--- config.mk ---
export PLATFORM = sky130hd
export DESIGN_NAME = id_pipe_flat
export DESIGN_NICKNAME = d
export VERILOG_FILES = /design/src/rtl/id_pipe_if.sv /design/src/rtl/id_pipe.sv /design/src/flat_wrapper.sv
export SDC_FILE = /design/constraint.sdc
export NUM_CORES = 1
export LEC_CHECK = 0
export ABC_AREA = 1
export CORE_UTILIZATION = 35
export DETAILED_ROUTE_END_ITERATION = 12
export PLACE_DENSITY = 0.7
export SLEW_MARGIN = 20
export SYNTH_ARGS = -nofsm -noshare
export SYNTH_HDL_FRONTEND = slang
export SYNTH_SLANG_ARGS = --single-unit
export TNS_END_PERCENT = 50
--- constraint.sdc ---
create_clock -name clk -period 15.1 [get_ports clk]
set_input_delay 3.02 -clock clk [delete_from_list [all_inputs] [get_ports clk]]
set_output_delay 3.02 -clock clk [all_outputs]
set_load 0.02 [all_outputs]
--- src/rtl/id_pipe_if.sv ---
// id_pipe_if: handshake, register/CSR read and write-back bundle around the decode stage
interface id_pipe_if #(
  parameter int XLEN  = 32,
  parameter int CNT_W = 32
);
  logic            in_valid_i;
  logic            in_ready_o;
  logic [31:0]     inst_i;
  logic [XLEN-1:0] inst_addr_i;
  logic [4:0]      reg1_raddr_o;
  logic [4:0]      reg2_raddr_o;
  logic [XLEN-1:0] reg1_rdata_i;
  logic [XLEN-1:0] reg2_rdata_i;
  logic [11:0]     csr_raddr_o;
  logic [XLEN-1:0] csr_rdata_i;
  logic            wb_we_i;
  logic [4:0]      wb_waddr_i;
  logic [XLEN-1:0] wb_wdata_i;
  logic            ex_load_valid_i;
  logic [4:0]      ex_load_rd_i;
  logic            flush_i;
  logic            out_valid_o;
  logic            out_ready_i;
  logic [31:0]     out_inst_o;
  logic [XLEN-1:0] out_pc_o;
  logic [4:0]      out_rd_o;
  logic [XLEN-1:0] out_imm_o;
  logic [XLEN-1:0] out_rs1_data_o;
  logic [XLEN-1:0] out_rs2_data_o;
  logic [11:0]     out_csr_addr_o;
  logic [XLEN-1:0] out_csr_data_o;
  logic            out_is_load_o;
  logic            out_illegal_o;
  logic [CNT_W-1:0] stall_cnt_o;
  modport master (
    output in_valid_i, inst_i, inst_addr_i, reg1_rdata_i, reg2_rdata_i, csr_rdata_i,
           wb_we_i, wb_waddr_i, wb_wdata_i, ex_load_valid_i, ex_load_rd_i, flush_i, out_ready_i,
    input  in_ready_o, reg1_raddr_o, reg2_raddr_o, csr_raddr_o, out_valid_o, out_inst_o,
           out_pc_o, out_rd_o, out_imm_o, out_rs1_data_o, out_rs2_data_o, out_csr_addr_o,
           out_csr_data_o, out_is_load_o, out_illegal_o, stall_cnt_o
  );
  modport slave (
    input  in_valid_i, inst_i, inst_addr_i, reg1_rdata_i, reg2_rdata_i, csr_rdata_i,
           wb_we_i, wb_waddr_i, wb_wdata_i, ex_load_valid_i, ex_load_rd_i, flush_i, out_ready_i,
    output in_ready_o, reg1_raddr_o, reg2_raddr_o, csr_raddr_o, out_valid_o, out_inst_o,
           out_pc_o, out_rd_o, out_imm_o, out_rs1_data_o, out_rs2_data_o, out_csr_addr_o,
           out_csr_data_o, out_is_load_o, out_illegal_o, stall_cnt_o
  );
endinterface

--- src/rtl/id_pipe.sv ---
// id_pipe: RV32I decode stage with operand read, load-use stall, bypass and an in-order output queue
module id_pipe #(
  parameter int XLEN   = 32,
  parameter int QDEPTH = 2,
  parameter int CNT_W  = 32
) (
  input logic     clk,
  input logic     rst,
  id_pipe_if.slave bus
);
  localparam int AW = $clog2(QDEPTH);
  localparam logic [6:0] OP_LUI   = 7'b0110111;
  localparam logic [6:0] OP_AUIPC = 7'b0010111;
  localparam logic [6:0] OP_JAL   = 7'b1101111;
  localparam logic [6:0] OP_JALR  = 7'b1100111;
  localparam logic [6:0] OP_BR    = 7'b1100011;
  localparam logic [6:0] OP_LD    = 7'b0000011;
  localparam logic [6:0] OP_ST    = 7'b0100011;
  localparam logic [6:0] OP_IMM   = 7'b0010011;
  localparam logic [6:0] OP_OP    = 7'b0110011;
  localparam logic [6:0] OP_FENCE = 7'b0001111;
  localparam logic [6:0] OP_SYS   = 7'b1110011;

  typedef struct packed {
    logic [31:0]     inst;
    logic [XLEN-1:0] pc;
    logic [4:0]      rd;
    logic [XLEN-1:0] imm;
    logic [XLEN-1:0] rs1;
    logic [XLEN-1:0] rs2;
    logic [11:0]     csr_a;
    logic [XLEN-1:0] csr_d;
    logic            ld;
    logic            ill;
  } entry_t;

  logic [31:0]     inst;
  logic [6:0]      opc, f7;
  logic [2:0]      f3;
  logic            lgl, u1, u2, wrd, ld, csr;
  logic [XLEN-1:0] imm_d, imm_i, imm_s, imm_b, imm_j, imm_u, imm_z;
  logic [4:0]      rs1_a, rs2_a, rd_a;
  logic [11:0]     csr_a;
  logic [XLEN-1:0] rs1_d, rs2_d;
  logic            hazard, push, pop, hv, rdy;
  logic [AW-1:0]   rp, wp;
  logic [AW:0]     cnt;
  logic [QDEPTH-1:0] q_vld;
  logic [CNT_W-1:0]  stall;
  entry_t          q [QDEPTH];
  entry_t          nx, hd;

  assign inst  = bus.inst_i;
  assign opc   = inst[6:0];
  assign f3    = inst[14:12];
  assign f7    = inst[31:25];
  assign imm_i = XLEN'($signed(inst[31:20]));
  assign imm_s = XLEN'($signed({inst[31:25], inst[11:7]}));
  assign imm_b = XLEN'($signed({inst[31], inst[7], inst[30:25], inst[11:8], 1'b0}));
  assign imm_j = XLEN'($signed({inst[31], inst[19:12], inst[20], inst[30:21], 1'b0}));
  assign imm_u = XLEN'($signed({inst[31:12], 12'b0}));
  assign imm_z = XLEN'(inst[19:15]);

  // classify the opcode: legality, which operands are read/written, and which immediate applies
  always_comb begin
    lgl   = 1'b0;
    u1    = 1'b0;
    u2    = 1'b0;
    wrd   = 1'b0;
    ld    = 1'b0;
    csr   = 1'b0;
    imm_d = '0;
    case (opc)
      OP_LUI, OP_AUIPC: begin lgl = 1'b1; wrd = 1'b1; imm_d = imm_u; end
      OP_JAL:   begin lgl = 1'b1; wrd = 1'b1; imm_d = imm_j; end
      OP_JALR:  begin lgl = f3 == 3'd0; u1 = 1'b1; wrd = 1'b1; imm_d = imm_i; end
      OP_BR:    begin lgl = f3 != 3'd2 && f3 != 3'd3; u1 = 1'b1; u2 = 1'b1; imm_d = imm_b; end
      OP_LD:    begin lgl = f3 inside {3'd0, 3'd1, 3'd2, 3'd4, 3'd5}; u1 = 1'b1; wrd = 1'b1; ld = 1'b1; imm_d = imm_i; end
      OP_ST:    begin lgl = f3 < 3'd3; u1 = 1'b1; u2 = 1'b1; imm_d = imm_s; end
      OP_IMM:   begin lgl = 1'b1; u1 = 1'b1; wrd = 1'b1; imm_d = imm_i; end
      OP_OP:    begin lgl = f7 == 7'd0 || (f7 == 7'b0100000 && (f3 == 3'd0 || f3 == 3'd5)); u1 = 1'b1; u2 = 1'b1; wrd = 1'b1; end
      OP_FENCE: begin lgl = f3 == 3'd0; imm_d = imm_i; end
      OP_SYS:   begin lgl = f3 != 3'd4; csr = f3 != 3'd0; u1 = f3 != 3'd0 && !f3[2]; wrd = f3 != 3'd0; imm_d = f3[2] ? imm_z : (f3 == 3'd0 ? imm_i : '0); end
      default: ;
    endcase
  end

  assign rs1_a = lgl && u1 ? inst[19:15] : 5'd0;
  assign rs2_a = lgl && u2 ? inst[24:20] : 5'd0;
  assign rd_a  = lgl && wrd ? inst[11:7] : 5'd0;
  assign csr_a = lgl && csr ? inst[31:20] : 12'd0;
  assign rs1_d = rs1_a == 5'd0 ? '0 : (bus.wb_we_i && bus.wb_waddr_i == rs1_a ? bus.wb_wdata_i : bus.reg1_rdata_i);
  assign rs2_d = rs2_a == 5'd0 ? '0 : (bus.wb_we_i && bus.wb_waddr_i == rs2_a ? bus.wb_wdata_i : bus.reg2_rdata_i);

  assign bus.reg1_raddr_o = rs1_a;
  assign bus.reg2_raddr_o = rs2_a;
  assign bus.csr_raddr_o  = csr_a;

  assign nx = '{inst: inst, pc: bus.inst_addr_i, rd: rd_a, imm: lgl ? imm_d : '0, rs1: rs1_d, rs2: rs2_d,
                csr_a: csr_a, csr_d: lgl && csr ? bus.csr_rdata_i : '0, ld: lgl && ld, ill: !lgl};

  for (genvar k = 0; k < QDEPTH; k++) begin : g_vld
    logic [AW-1:0] off;
    assign off      = AW'(k) - rp;
    assign q_vld[k] = {1'b0, off} < cnt;
  end

  // stall while a source register waits on a load in EX or a queued load
  always_comb begin
    hazard = bus.ex_load_valid_i && ((rs1_a != 5'd0 && rs1_a == bus.ex_load_rd_i) || (rs2_a != 5'd0 && rs2_a == bus.ex_load_rd_i));
    for (int i = 0; i < QDEPTH; i++)
      if (q_vld[i] && q[i].ld && ((rs1_a != 5'd0 && rs1_a == q[i].rd) || (rs2_a != 5'd0 && rs2_a == q[i].rd)))
        hazard = 1'b1;
  end

  assign rdy  = !rst && !bus.flush_i && !hazard && cnt < (AW+1)'(QDEPTH);
  assign push = bus.in_valid_i && rdy;
  assign hv   = cnt != '0;
  assign pop  = hv && bus.out_ready_i;
  assign hd   = hv ? q[rp] : '0;

  // queue storage written only on accept
  always_ff @(posedge clk)
    if (push) q[wp] <= nx;

  // queue pointers and occupancy; flush empties the queue ahead of push/pop
  always_ff @(posedge clk)
    if (rst || bus.flush_i) begin
      rp  <= '0;
      wp  <= '0;
      cnt <= '0;
    end else begin
      if (push) wp <= wp + 1'b1;
      if (pop) rp <= rp + 1'b1;
      cnt <= cnt + (AW+1)'(push) - (AW+1)'(pop);
    end

  // saturating count of cycles an offered instruction is held by a hazard
  always_ff @(posedge clk)
    if (rst) stall <= '0;
    else if (bus.in_valid_i && hazard && !bus.flush_i && stall != '1) stall <= stall + 1'b1;

  assign bus.in_ready_o     = rdy;
  assign bus.out_valid_o    = hv;
  assign bus.out_inst_o     = hd.inst;
  assign bus.out_pc_o       = hd.pc;
  assign bus.out_rd_o       = hd.rd;
  assign bus.out_imm_o      = hd.imm;
  assign bus.out_rs1_data_o = hd.rs1;
  assign bus.out_rs2_data_o = hd.rs2;
  assign bus.out_csr_addr_o = hd.csr_a;
  assign bus.out_csr_data_o = hd.csr_d;
  assign bus.out_is_load_o  = hd.ld;
  assign bus.out_illegal_o  = hd.ill;
  assign bus.stall_cnt_o    = stall;
endmodule
--- src/flat_wrapper.sv ---
// flat-port wrapper written by rule: the top's interface ports become plain ports
module id_pipe_flat 
#(
  parameter int XLEN   = 32,
  parameter int QDEPTH = 2,
  parameter int CNT_W  = 32
)
  (clk, rst, bus_in_valid_i, bus_inst_i, bus_inst_addr_i, bus_reg1_rdata_i, bus_reg2_rdata_i, bus_csr_rdata_i, bus_wb_we_i, bus_wb_waddr_i, bus_wb_wdata_i, bus_ex_load_valid_i, bus_ex_load_rd_i, bus_flush_i, bus_out_ready_i, bus_in_ready_o, bus_reg1_raddr_o, bus_reg2_raddr_o, bus_csr_raddr_o, bus_out_valid_o, bus_out_inst_o, bus_out_pc_o, bus_out_rd_o, bus_out_imm_o, bus_out_rs1_data_o, bus_out_rs2_data_o, bus_out_csr_addr_o, bus_out_csr_data_o, bus_out_is_load_o, bus_out_illegal_o, bus_stall_cnt_o);
  id_pipe_if #(.XLEN(XLEN), .CNT_W(CNT_W)) bus_i ();
  input logic clk;
  input logic rst;
  input wire logic [$bits(bus_i.in_valid_i)-1:0] bus_in_valid_i;
  input wire logic [$bits(bus_i.inst_i)-1:0] bus_inst_i;
  input wire logic [$bits(bus_i.inst_addr_i)-1:0] bus_inst_addr_i;
  input wire logic [$bits(bus_i.reg1_rdata_i)-1:0] bus_reg1_rdata_i;
  input wire logic [$bits(bus_i.reg2_rdata_i)-1:0] bus_reg2_rdata_i;
  input wire logic [$bits(bus_i.csr_rdata_i)-1:0] bus_csr_rdata_i;
  input wire logic [$bits(bus_i.wb_we_i)-1:0] bus_wb_we_i;
  input wire logic [$bits(bus_i.wb_waddr_i)-1:0] bus_wb_waddr_i;
  input wire logic [$bits(bus_i.wb_wdata_i)-1:0] bus_wb_wdata_i;
  input wire logic [$bits(bus_i.ex_load_valid_i)-1:0] bus_ex_load_valid_i;
  input wire logic [$bits(bus_i.ex_load_rd_i)-1:0] bus_ex_load_rd_i;
  input wire logic [$bits(bus_i.flush_i)-1:0] bus_flush_i;
  input wire logic [$bits(bus_i.out_ready_i)-1:0] bus_out_ready_i;
  output wire logic [$bits(bus_i.in_ready_o)-1:0] bus_in_ready_o;
  output wire logic [$bits(bus_i.reg1_raddr_o)-1:0] bus_reg1_raddr_o;
  output wire logic [$bits(bus_i.reg2_raddr_o)-1:0] bus_reg2_raddr_o;
  output wire logic [$bits(bus_i.csr_raddr_o)-1:0] bus_csr_raddr_o;
  output wire logic [$bits(bus_i.out_valid_o)-1:0] bus_out_valid_o;
  output wire logic [$bits(bus_i.out_inst_o)-1:0] bus_out_inst_o;
  output wire logic [$bits(bus_i.out_pc_o)-1:0] bus_out_pc_o;
  output wire logic [$bits(bus_i.out_rd_o)-1:0] bus_out_rd_o;
  output wire logic [$bits(bus_i.out_imm_o)-1:0] bus_out_imm_o;
  output wire logic [$bits(bus_i.out_rs1_data_o)-1:0] bus_out_rs1_data_o;
  output wire logic [$bits(bus_i.out_rs2_data_o)-1:0] bus_out_rs2_data_o;
  output wire logic [$bits(bus_i.out_csr_addr_o)-1:0] bus_out_csr_addr_o;
  output wire logic [$bits(bus_i.out_csr_data_o)-1:0] bus_out_csr_data_o;
  output wire logic [$bits(bus_i.out_is_load_o)-1:0] bus_out_is_load_o;
  output wire logic [$bits(bus_i.out_illegal_o)-1:0] bus_out_illegal_o;
  output wire logic [$bits(bus_i.stall_cnt_o)-1:0] bus_stall_cnt_o;
  assign bus_i.in_valid_i = bus_in_valid_i;
  assign bus_i.inst_i = bus_inst_i;
  assign bus_i.inst_addr_i = bus_inst_addr_i;
  assign bus_i.reg1_rdata_i = bus_reg1_rdata_i;
  assign bus_i.reg2_rdata_i = bus_reg2_rdata_i;
  assign bus_i.csr_rdata_i = bus_csr_rdata_i;
  assign bus_i.wb_we_i = bus_wb_we_i;
  assign bus_i.wb_waddr_i = bus_wb_waddr_i;
  assign bus_i.wb_wdata_i = bus_wb_wdata_i;
  assign bus_i.ex_load_valid_i = bus_ex_load_valid_i;
  assign bus_i.ex_load_rd_i = bus_ex_load_rd_i;
  assign bus_i.flush_i = bus_flush_i;
  assign bus_i.out_ready_i = bus_out_ready_i;
  assign bus_in_ready_o = bus_i.in_ready_o;
  assign bus_reg1_raddr_o = bus_i.reg1_raddr_o;
  assign bus_reg2_raddr_o = bus_i.reg2_raddr_o;
  assign bus_csr_raddr_o = bus_i.csr_raddr_o;
  assign bus_out_valid_o = bus_i.out_valid_o;
  assign bus_out_inst_o = bus_i.out_inst_o;
  assign bus_out_pc_o = bus_i.out_pc_o;
  assign bus_out_rd_o = bus_i.out_rd_o;
  assign bus_out_imm_o = bus_i.out_imm_o;
  assign bus_out_rs1_data_o = bus_i.out_rs1_data_o;
  assign bus_out_rs2_data_o = bus_i.out_rs2_data_o;
  assign bus_out_csr_addr_o = bus_i.out_csr_addr_o;
  assign bus_out_csr_data_o = bus_i.out_csr_data_o;
  assign bus_out_is_load_o = bus_i.out_is_load_o;
  assign bus_out_illegal_o = bus_i.out_illegal_o;
  assign bus_stall_cnt_o = bus_i.stall_cnt_o;
  id_pipe #(.XLEN(XLEN), .QDEPTH(QDEPTH), .CNT_W(CNT_W)) u_core (.clk(clk), .rst(rst), .bus(bus_i));
endmodule
=== Word level (Yosys, flattened, before mapping) ===
Memories as Yosys holds them, arrays and structs flattened. A register that Yosys moved wholly into a read port is not among the register bits.
Index checks and enable logic that the tools add are counted.

* Bits in registers: 36
* Latch bits: 0
* Memory bits (writable): 422
* Memory bits (read-only): 0
* Bits of input ports: 209
* Output and inout port bits: 267
* Word-level logic and storage cells: 126
* Memories: 1

* $add $sub $neg: 7
* Multiply operators: 0
* Divide/modulo/power cells: 0
* Magnitude comparators: 4
* Equality and inequality tests: 28
* Shift-type cells: 0
* Multiplexer cells: 26
* Bitwise logic cells: 0
* Reduce and logical (&&, ||, !) cells: 56

{| class="wikitable"
|+ Memories
! memory !! words !! bits a word !! read ports !! clocked after memory_dff !! wr ports !! line !! RTL
|-
| u_core.q || 2 || 211 || 3 || 1 || 1 || id_pipe.sv:50 || <nowiki>entry_t q [QDEPTH];</nowiki>
|}

{| class="wikitable"
|+ Operator list
! cell !! count
|-
| $mux W32 || 8
|-
| $mux W211 || 1
|-
| $pmux W32 S6 || 1
|-
| $eq A5 B5 Y1 || 8
|-
| $add A32 B1 Y32 const B || 1
|-
| $ne A32 B32 Y1 const B || 1
|-
| $logic_and A1 B1 Y1 || 29
|-
| $eq A7 B6 Y1 const B || 4
|-
| $eq A7 B7 Y1 const B || 4
|-
| $mux W5 || 3
|-
| $reduce_bool A5 Y1 || 3
|-
| $eq A7 B5 Y1 const B || 2
|-
| $mux W12 || 1
|-
| $logic_not A5 Y1 || 2
|-
| $mux W1 || 9
|-
| $reduce_or A4 Y1 || 2
|-
| $eq A7 B2 Y1 const B || 1
|-
| $eq A7 B4 Y1 const B || 1
|-
| $logic_not A7 Y1 || 1
|-
| $pmux W1 S7 || 1
|-
| $reduce_or A7 Y1 || 1
|-
| $eq A3 B3 Y1 const B || 2
|-
| $logic_or A1 B1 Y1 || 6
|-
| $ne A3 B2 Y1 const B || 2
|-
| other kinds (18) || 27
|}

=== Longest topological paths before layout ===
Gate-level depths: netlist of run 1.

* Word-level depth: 19
* Mapped depth: 28
* Depth with buffers taken out: 27

=== Worst setup path after synthesis of run 1 ===
Ideal clock, no wire load.

* Kind: input port to flip-flop
* Start: input port bus_inst_i[3]
* End: memory u_core.q[0][0] (netlist name) (enable)
* Library setup time: 0.787 ns
* Data arrival time: 13.618 ns
* Data required time: 14.313 ns
* Path slack: 0.695 ns
* Stages: 20
* Buffers on the path: 1
* Cells stage by stage: nor2_1 nand2_2 nor2_2 nand2_1 nand2_1 nor2_2 nand3_4 buf_6 nand3_2 inv_1 nand2_1 nand2_1 nor2_1 nand2_1 nand2_1 nand2_1 nand4_1 nor2_1 inv_1 nor2_1

* Longest elaborated chain between the ends: 17
* Elaborated cells between the ends (all ways): 50
* Classes of those cells: eq/ne: 17; mux: 9; reduce/logical: 24

{| class="wikitable"
|+ RTL lines
! item !! line !! RTL
|-
| start, declared || flat_wrapper.sv:13 || <nowiki>input wire logic [$bits(bus_i.inst_i)-1:0] bus_inst_i;</nowiki>
|-
| $eq A7 B6 Y1 (tied with other cells) || id_pipe.sv:73 || <nowiki>case (opc)</nowiki>
|-
| $reduce_or A4 Y1 (no source line) (tied with other cells) || -- ||
|-
| $pmux W1 S7 or $pmux W1 S2 (tied branches) || id_pipe.sv:73 ||
|-
| $logic_and A1 B1 Y1 * || id_pipe.sv:88 || <nowiki>assign rs1_a = lgl && u1 ? inst[19:15] : 5'd0;</nowiki>
|-
| $mux W5 * || id_pipe.sv:88 ||
|-
| named net bus_reg1_raddr_o[4] || flat_wrapper.sv:26 || <nowiki>output wire logic [$bits(bus_i.reg1_raddr_o)-1:0] bus_reg1_raddr_o;</nowiki>
|-
| $eq A5 B5 Y1 (tied with other cells) || id_pipe.sv:110 || <nowiki>hazard = bus.ex_load_valid_i && ((rs1_a != 5'd0 && rs1_a == bus.ex_load_rd_i) || (rs2_a != 5'd0 && rs2_a == bu ...</nowiki>
|-
| $logic_and A1 B1 Y1 (on tied branches) || id_pipe.sv:110, id_pipe.sv:112 ||
|-
| $logic_or A1 B1 Y1 (on tied branches) || id_pipe.sv:110, id_pipe.sv:112 ||
|-
| $logic_and A1 B1 Y1 (on tied branches) || id_pipe.sv:110, id_pipe.sv:112 ||
|-
| $mux W1 || id_pipe.sv:112 || <nowiki>if (q_vld[i] && q[i].ld && ((rs1_a != 5'd0 && rs1_a == q[i].rd) || (rs2_a != 5'd0 && rs2_a == q[i].rd)))</nowiki>
|-
| $mux W1 * || id_pipe.sv:112 ||
|-
| $logic_not A1 Y1 * || id_pipe.sv:116 || <nowiki>assign rdy = !rst && !bus.flush_i && !hazard && cnt < (AW+1)'(QDEPTH);</nowiki>
|-
| $logic_and A1 B1 Y1 * (2 in series) || id_pipe.sv:116 ||
|-
| $logic_and A1 B1 Y1 * || id_pipe.sv:117 || <nowiki>assign push = bus.in_valid_i && rdy;</nowiki>
|-
| $mux W1 * || id_pipe.sv:124 || <nowiki>if (push) q[wp] <= nx;</nowiki>
|-
| $mux W1 (implied by the code) * || id_pipe.sv:124 ||
|-
| end, declared || id_pipe.sv:50 ||
|}

Mark *: on every way through the listed nets, which the timed path passes. The rest lies on a longest branch.

=== Worst setup path after layout of run 1 ===
* Start: input port bus_inst_i[6]
* End: output port bus_in_ready_o

* Longest elaborated chain between the ends: 14
* Elaborated cells between the ends (all ways): 47
* Classes of those cells: eq/ne: 17; mux: 7; reduce/logical: 23

{| class="wikitable"
|+ RTL lines
! item !! line !! RTL
|-
| $eq A7 B6 Y1 (tied with other cells) || id_pipe.sv:73 ||
|-
| $reduce_or A4 Y1 (no source line) (tied with other cells) || -- ||
|-
| $pmux W1 S7 (tied with other cells) || id_pipe.sv:73 ||
|-
| $logic_and A1 B1 Y1 (on tied branches) || id_pipe.sv:88, id_pipe.sv:89 ||
|-
| $mux W5 (on tied branches) || id_pipe.sv:88, id_pipe.sv:89 ||
|-
| $eq A5 B5 Y1 (tied with other cells) || id_pipe.sv:110 ||
|-
| $logic_and A1 B1 Y1 (on tied branches) || id_pipe.sv:110, id_pipe.sv:112 ||
|-
| $logic_or A1 B1 Y1 (on tied branches) || id_pipe.sv:110, id_pipe.sv:112 ||
|-
| $logic_and A1 B1 Y1 (on tied branches) || id_pipe.sv:110, id_pipe.sv:112 ||
|-
| $mux W1 || id_pipe.sv:112 ||
|-
| $mux W1 * || id_pipe.sv:112 ||
|-
| $logic_not A1 Y1 * || id_pipe.sv:116 ||
|-
| $logic_and A1 B1 Y1 * (2 in series) || id_pipe.sv:116 ||
|-
| end, declared || flat_wrapper.sv:25 || <nowiki>output wire logic [$bits(bus_i.in_ready_o)-1:0] bus_in_ready_o;</nowiki>
|}

Every way passes the cells marked *; elsewhere a longest branch is shown, timed or not.

==> run_results.csv, run 1 <==
group,metric,value,unit
yosys,synth_enable_flop_cells,422,
yosys,postSynth.asyncResetShare,0,%
die,rows,90,
die,die_area,62000,um2
yosys,post_synth_instance_area,21400,um2
power_and_ir_drop,power_switching_share,22.1,%
sta,setup_repair_after_global_routing_missed_its_margin,"no",
yosys,synth_nets,2461,
setup_path,worst_ep_required,12.08,ns
global_route,grt_util_met3,4.56,%
finish,fillCellCount,5569,
place,buffer_ports.inserted,475,
clocking,root_buffer,"clkbuf_16",
power_and_ir_drop,power_switching,620,uW
power_and_ir_drop,design_power_total,2.80,mW
sta,timing.setup.tns,0,ns
yosys,seq_area_frac_synth,62.8,%
clocking,clock_tree.htree_level_count,2,
yosys,yosys.area.top_type_share,59.3,%
clocking,cts_resized,0,
global_route,grt_pass1_vias,17100,
yosys,yosys_warnings,0,
power_and_ir_drop,power.share.sequential,49.6,%
sta,period_share,71.5,%
global_route,antenna_found_initial,11,
die,die_y,249,um
setup_path,worstPathArrival,7.78,ns
die,initial_utilization,35.4,%
global_route,grt.overflow.total,0,
sta,min_period,10.80,ns
sta,timing.hold.ws,0.536,ns
global_route,use_met2,34.0,%
clocking,tritoncts_num_sinks,459,
drt,number_of_design_rule_violations_left_by_the_first_detailed_router_iteration,1458,
setup_path,critPathLaunchType,"input port",
min_path,min-delay-path-class,"reg2reg",
sta,worst-slew-pin-transition,1.14,ns
clocking,clock_tree.buffer_depth,3,
power_and_ir_drop,power.density_cell_area,98.6,nW/um2
sta,final_count_of_pins_violating_max_slew,0,
yosys,synth_top_cell_by_area,"edfxtp_1",
yosys,synth_area_per_cell,9.50,um2
finish,drive_above_1_share,5.07,%
clocking,tritoncts,"done",
die,die_width,249,um
drt,drc_errors,0,
drt,wl_per_cell,19.7,um
yosys,post_synth_inst_count,2249,
global_route,grt_use_total,21.5,%
die,design.core.area,60400,um2
setup_path,setup.worst_path.end_class,"output pin",
setup_path,crit_fanout,60,
sta,final_hold_viol_count,0,
global_route,grt.met1_usage,28.9,%
yosys,synth.area.top_cells,"edfxtp_1 (59%), nand2_1 (11%), a21oi_1 (6.7%)",
place,dp_hpwl,46000,um
yosys,synth-seq-cells,459,
clocking,clk-insertion-delay-late,0.61,ns
finish,flow.area_growth_from_synthesis,33.0,%
power_and_ir_drop,power.share.combinational,6.0,%
sta,finalClockSkew,0.0301,ns
die,design.portCount,476,
setup_path,worstSetupPathType,"in2out",
power_and_ir_drop,leakagePower,10.3,nW
clocking,cts_made_buffers,50,
run_status,run_status,"finished clean",
clocking,path_clk_slew,0.06,ns
sta,slew-limit-headroom,23.7,%
power_and_ir_drop,clock_power_share,44.3,%
global_route,grt_first_pass_wirelength,103000,um
clocking,cts_setup_buffers,0,
power_and_ir_drop,intPower,2.18,mW
finish,design.final.nets,2873,
yosys,yosys.cell_types.count,41,
drt,postRouteWirelength,68700,um
power_and_ir_drop,ir_drop,0.0828,mV
drt,via_cell_ratio,5.07,
global_route,grt_max_degree,189,
place,finalWeightedCongestion,0.896,
yosys,dominantRegCellSynth,"edfxtp_1",
sta,fmax,92.6,MHz
drt,residual_antenna_violating_net_count_after_detailed_routing,0,
clocking,postCtsHoldBufs,0,
drt,routed-via-count,17700,
sta,setup_viol,0,
drt,drt_first_pass_iters,6,
flow_run,drv.max_cap_violation_count,0,
global_route,grt-busiest-layer,"met2",
==> layout make-up <==
cell class	count	area (um2)	area share, %
multi-input cells	1393	6410	22.6
diodes	6	15.0	0.0528
clock buffers	58	1290	4.54
well taps	782	978	3.44
repair buffers	491	4920	17.3
clock inverters	33	374	1.32
inverters	266	1010	3.56
flip-flops and latches	459	13400	47.2
==> cells in the final DEF, fill, tap and decap left out, drive strengths merged, types with 2 or more instances in the layout <==
cell,n
bufinv,6
diode,6
buf,16
a211oi,10
a21oi,284
dfxtp,37
clkbuf,58
xnor2,4
inv,268
nand4,91
nor3,22
xor2,7
nand3,70
ha,3
nand2,656
o21ai,56
o211ai,3
clkinv,23
nor2,169
nor4,6
clkinvlp,2
o221ai,3
clkdlybuf4s50,475
o311ai,2
o22ai,2
edfxtp,422
==> per-layer routing <==
metal  up-vias  routed length (um)
met2       671               31900
li1       8381                   -
met4        10                2330
met5         -                  61
met1      8487               29600
met3       139                4770
==> critical path, cell delays in order <==
cell and delay, ns:
clkdlybuf4s50_1 0.57, inv_1 0.11, nand2_1 0.11, nor2_1 0.06
nand3_1 0.12, nand2_1 0.06, nor2_1 0.17, nand3_4 0.57
nand3_1 0.51, nand2_1 0.15, nor2_4 0.84, nor2_1 0.12
nand2_1 0.13, nand2_1 0.06, nand2_1 0.13, nand4_1 0.25
inv_1 0.14, clkdlybuf4s50_1 0.61
==> worst paths after layout <==
kind	startpoint	endpoint	slack (ns)	cells past startpoint
max	bus_inst_i[6]	bus_in_ready_o	4.30	18
min	u_core.wp	u_core.wp	0.54	2
max reg2reg	u_core.cnt[1]	u_core.q[1][129]	10.72	9
min reg2reg	u_core.wp	u_core.wp	0.54	2
==> synth_stat cells (2+ instances only) <==
cell type and n:
nand2_1 653, edfxtp_1 422, a21oi_1 284, inv_1 259, nor2_1 162, clkbuf_1 98
nand4_1 91, nand3_1 60, o21ai_0 52, dfxtp_1 37, nor3_1 22, buf_4 19
a211oi_2 9, nand3_2 7, xor2_1 7, buf_1 6, inv_2 6, buf_2 5
nor2_2 5, nor4_1 5, o21ai_1 4, xnor2_1 4, buf_6 3, ha_1 3
nand2_2 3, nand3_4 3, o221ai_1 3, nor2_4 2, o211ai_1 2, o22ai_1 2
==> state kept, by name, summed over array words and instances, names as in the netlist, named ones only <==
register and cells:
u_core.rp 1, u_core.bus.stall_cnt_o 32, u_core.cnt 2, u_core.wp 1, u_core.q 422
==> logic make-up (layout without fill, tap and decap cells) <==
| family | after synthesis | in the layout | share of synthesized area, % |
|---|---|---|---|
| xor gates and xnor gates | 11 | 11 | 0.451 |
| AOI/OAI and AO/OA | 363 | 363 | 9.04 |
| and+or+nand+nor | 1016 | 1016 | 20.1 |
| buffers and inverters | 397 | 848 | 7.44 |
| other | 0 | 6 | 0 |
| adders and majority gates | 3 | 3 | 0.176 |
| DFF | 459 | 459 | 62.8 |
==> power by group through the flow <==
stage / Clock, mW / Combinational (mW) / Sequential [mW]
CTS: 1.27 / 0.170 / 1.39
finish: 1.24 / 0.169 / 1.39
global route: 1.31 / 0.181 / 1.39
global placement: 0 / 0.167 / 1.42
detailed placement: 0 / 0.169 / 1.42
floorplan: 0 / 0.0630 / 1.42
==> through the flow <==
step,cells,utilization [%],setup WS (ns),cell area (um2)
final,3488,47.1,4.30,28400
after global routing,3488,47.1,3.84,28400
after CTS,3481,47.0,4.33,28400
after detailed placement,3390,44.2,4.33,26700
after global placement,3390,44.2,4.47,26700
after floorplan,2249,-,0.695,21400
Power figures use the tool's default switching activity.
==> run 2, diff against run 1 <==
--- a/config.mk
+++ b/config.mk
@@ -8,7 +8,7 @@
 export ABC_AREA = 1
 export CORE_UTILIZATION = 35
 export DETAILED_ROUTE_END_ITERATION = 12
-export PLACE_DENSITY = 0.7
+export PLACE_DENSITY = 0.68
 export SLEW_MARGIN = 20
 export SYNTH_ARGS = -nofsm -noshare
 export SYNTH_HDL_FRONTEND = slang
==> constraint.sdc (replaced) <==
create_clock -name clk -period 10.1 [get_ports clk]
set_input_delay 2.02 -clock clk [delete_from_list [all_inputs] [get_ports clk]]
set_output_delay 2.02 -clock clk [all_outputs]
set_load 0.02 [all_outputs]
==> run 2 against run 1 <==
  * Sequential share of layout area about the same
  * Sequential power is 50% higher
  * Non-clock buffer count up 1
  * First-iteration DRC count shrank 3.8%
  * Core utilization barely moved
  * Routed wire length up 0.39%
  * Critical path type unchanged
  * Largest cell class unchanged
==> run_results.csv, run 2 (same netlist as run 1, synthesis figures left out) <==
group,metric,value,unit
die,initial_utilization,35.4,%
flow_run,drv.max_cap_violation_count,0,
setup_path,crit_chain,"clkdlybuf4s50_1, inv_1, nand2_1, nor2_1, nand3_1, nand2_1, nor2_1, nand3_4, o311ai_1, nand2_2, inv_1, nor2_1, nand2_1, nand2_1, nand2_1, nand4_1, inv_1, clkdlybuf4s50_1",
clocking,cts_resized,0,
setup_path,worst_ep_required,8.08,ns
drt,drc_errors,0,
setup_path,regToRegEndpoint,"u_core.q[1][155]",
sta,final_hold_viol_count,0,
die,design.portCount,476,
drt,residual_antenna_violating_net_count_after_detailed_routing,0,
sta,final_count_of_pins_violating_max_slew,0,
setup_path,cpMostUsedCell,"nand2_1",
drt,wl_per_cell,19.8,um
finish,fillCellCount,5601,
finish,design.final.nets,2875,
power_and_ir_drop,leakagePower,10.3,nW
power_and_ir_drop,power.density_cell_area,148,nW/um2
die,die_area,62000,um2
setup_path,timing.critical_path.from,"bus_inst_i[6]",
setup_path,r2r.worst_path.cells,14,
clocking,tritoncts_num_sinks,459,
finish,most-common-layout-cells,"nand2_1 (652), clkdlybuf4s50_1 (475), edfxtp_1 (422), a21oi_1 (284), inv_1 (258)",
clocking,postCtsHoldBufs,0,
global_route,grt_use_total,21.6,%
setup_path,ff2ff_setup_slack,6.73,ns
clocking,cts_setup_buffers,0,
finish,flip_flop_count_of_the_largest_register_after_layout,422,
sta,fmax,122,MHz
power_and_ir_drop,ir_drop,0.127,mV
setup_path,timing.critical_path.slowest_stage_cell,"clkdlybuf4s50_1",
global_route,grt_first_pass_wirelength,103000,um
sta,slew-limit-headroom,9.08,%
die,die_y,249,um
global_route,grt_pass1_vias,17300,
sta,period_share,80.9,%
finish,mostFrequentLayoutCell,"nand2_1",
clocking,clock_tree.htree_level_count,2,
drt,number_of_design_rule_violations_left_by_the_first_detailed_router_iteration,1403,
clocking,cts_made_buffers,51,
run_status,run_status,"finished clean",
finish,flow.area_growth_from_synthesis,33.0,%
die,design.core.area,60400,um2
setup_path,setup.worst_path.end_class,"output pin",
setup_path,critPathLaunchType,"input port",
setup_path,worstPathArrival,6.16,ns
setup_path,worstSetupPathType,"in2out",
min_path,min-delay-path-class,"reg2reg",
drt,drt_first_pass_iters,6,
sta,min_period,8.18,ns
sta,setup_repair_after_global_routing_missed_its_margin,"no",
die,die_width,249,um
drt,routed-via-count,17700,
setup_path,critical_path.max_stage_delay,0.65,ns
finish,finalInstanceArea,28400,um2
place,buffer_ports.inserted,475,
clocking,tritoncts,"done",
setup_path,crit_fanout,60,
min_path,worst_hold_startpoint,"u_core.rp",
clocking,clk-insertion-delay-late,0.60,ns
drt,postRouteWirelength,69000,um
place,finalWeightedCongestion,0.872,
setup_path,worstReg2RegStart,"u_core.q[0][146]",
sta,setup_viol,0,
die,rows,90,
setup_path,setup.worst_path.end,"bus_in_ready_o",
place,dp_hpwl,46400,um
sta,timing.setup.tns,0,ns
finish,top_register,"u_core.q",
finish,drive_above_1_share,4.99,%
global_route,antenna_found_initial,9,
clocking,root_buffer,"clkbuf_16",
clocking,path_clk_slew,0.06,ns
sta,worst-slew-pin-transition,1.36,ns
global_route,grt_max_degree,157,
place,detailed_place.area,26700,um2
sta,finalClockSkew,0.0198,ns
global_route,grt.overflow.total,0,
drt,via_cell_ratio,5.07,
clocking,clock_tree.buffer_depth,3,
## run 2: metal layers
metal | global-route usage (%) | routed length, um | up-vias
met5 | 0 | 56 | -
met4 | 8.84 | 2460 | 8
met3 | 4.59 | 4780 | 132
met2 | 34.0 | 31900 | 684
met1 | 28.9 | 29800 | 8513
li1 | - | - | 8377
## run 2: worst min-delay path by stage
| stage | to | cells after the start |
|---|---|---|
| after floorplan | register | 2 |
| after global placement | register | 2 |
| after detailed placement | register | 2 |
| after CTS | register | 2 |
| after global routing | register | 2 |
| final | register | 2 |
## run 2: power breakdown
group          internal [mW]  switching (mW)  leakage [nW]  total (mW)
Sequential              2.08         0.00468          4.13        2.08
Clock                   1.09           0.774         0.808        1.86
Combinational          0.111           0.142          5.38       0.253
Total                   3.28           0.920          10.3        4.20
## run 2: cell type report
type	instances	area, um2	area share (%)
antenna	5	12.5	0.0440
multi-input combinational	1393	6410	22.5
timing repair buffer	492	4930	17.3
sequential	459	13400	47.2
inverter	266	1010	3.56
clock inverter	29	339	1.19
tap	782	978	3.44
clock buffer	65	1330	4.67
## run 2: worst max-delay path: cells and delay by family
family / cells / cell delay (ns)
buffers and inverters: 5 / 1.66
AO/OA/AOI/OAI: 1 / 0.33
AND/OR/NAND/NOR: 12 / 2.10
## run 2: through the flow
stage | util [%] | power (mW) | worst slack, ns | hold WS [ns] | std cells
after floorplan | - | 2.22 | 0.315 | 0.482 | 2249
after global placement | 44.3 | 2.37 | 2.02 | 0.501 | 3391
after detailed placement | 44.3 | 2.37 | 1.95 | 0.506 | 3392
after CTS | 47.1 | 4.24 | 1.95 | 0.518 | 3486
after global routing | 47.1 | 4.32 | 1.58 | 0.552 | 3491
final | 47.1 | 4.20 | 1.92 | 0.522 | 3491
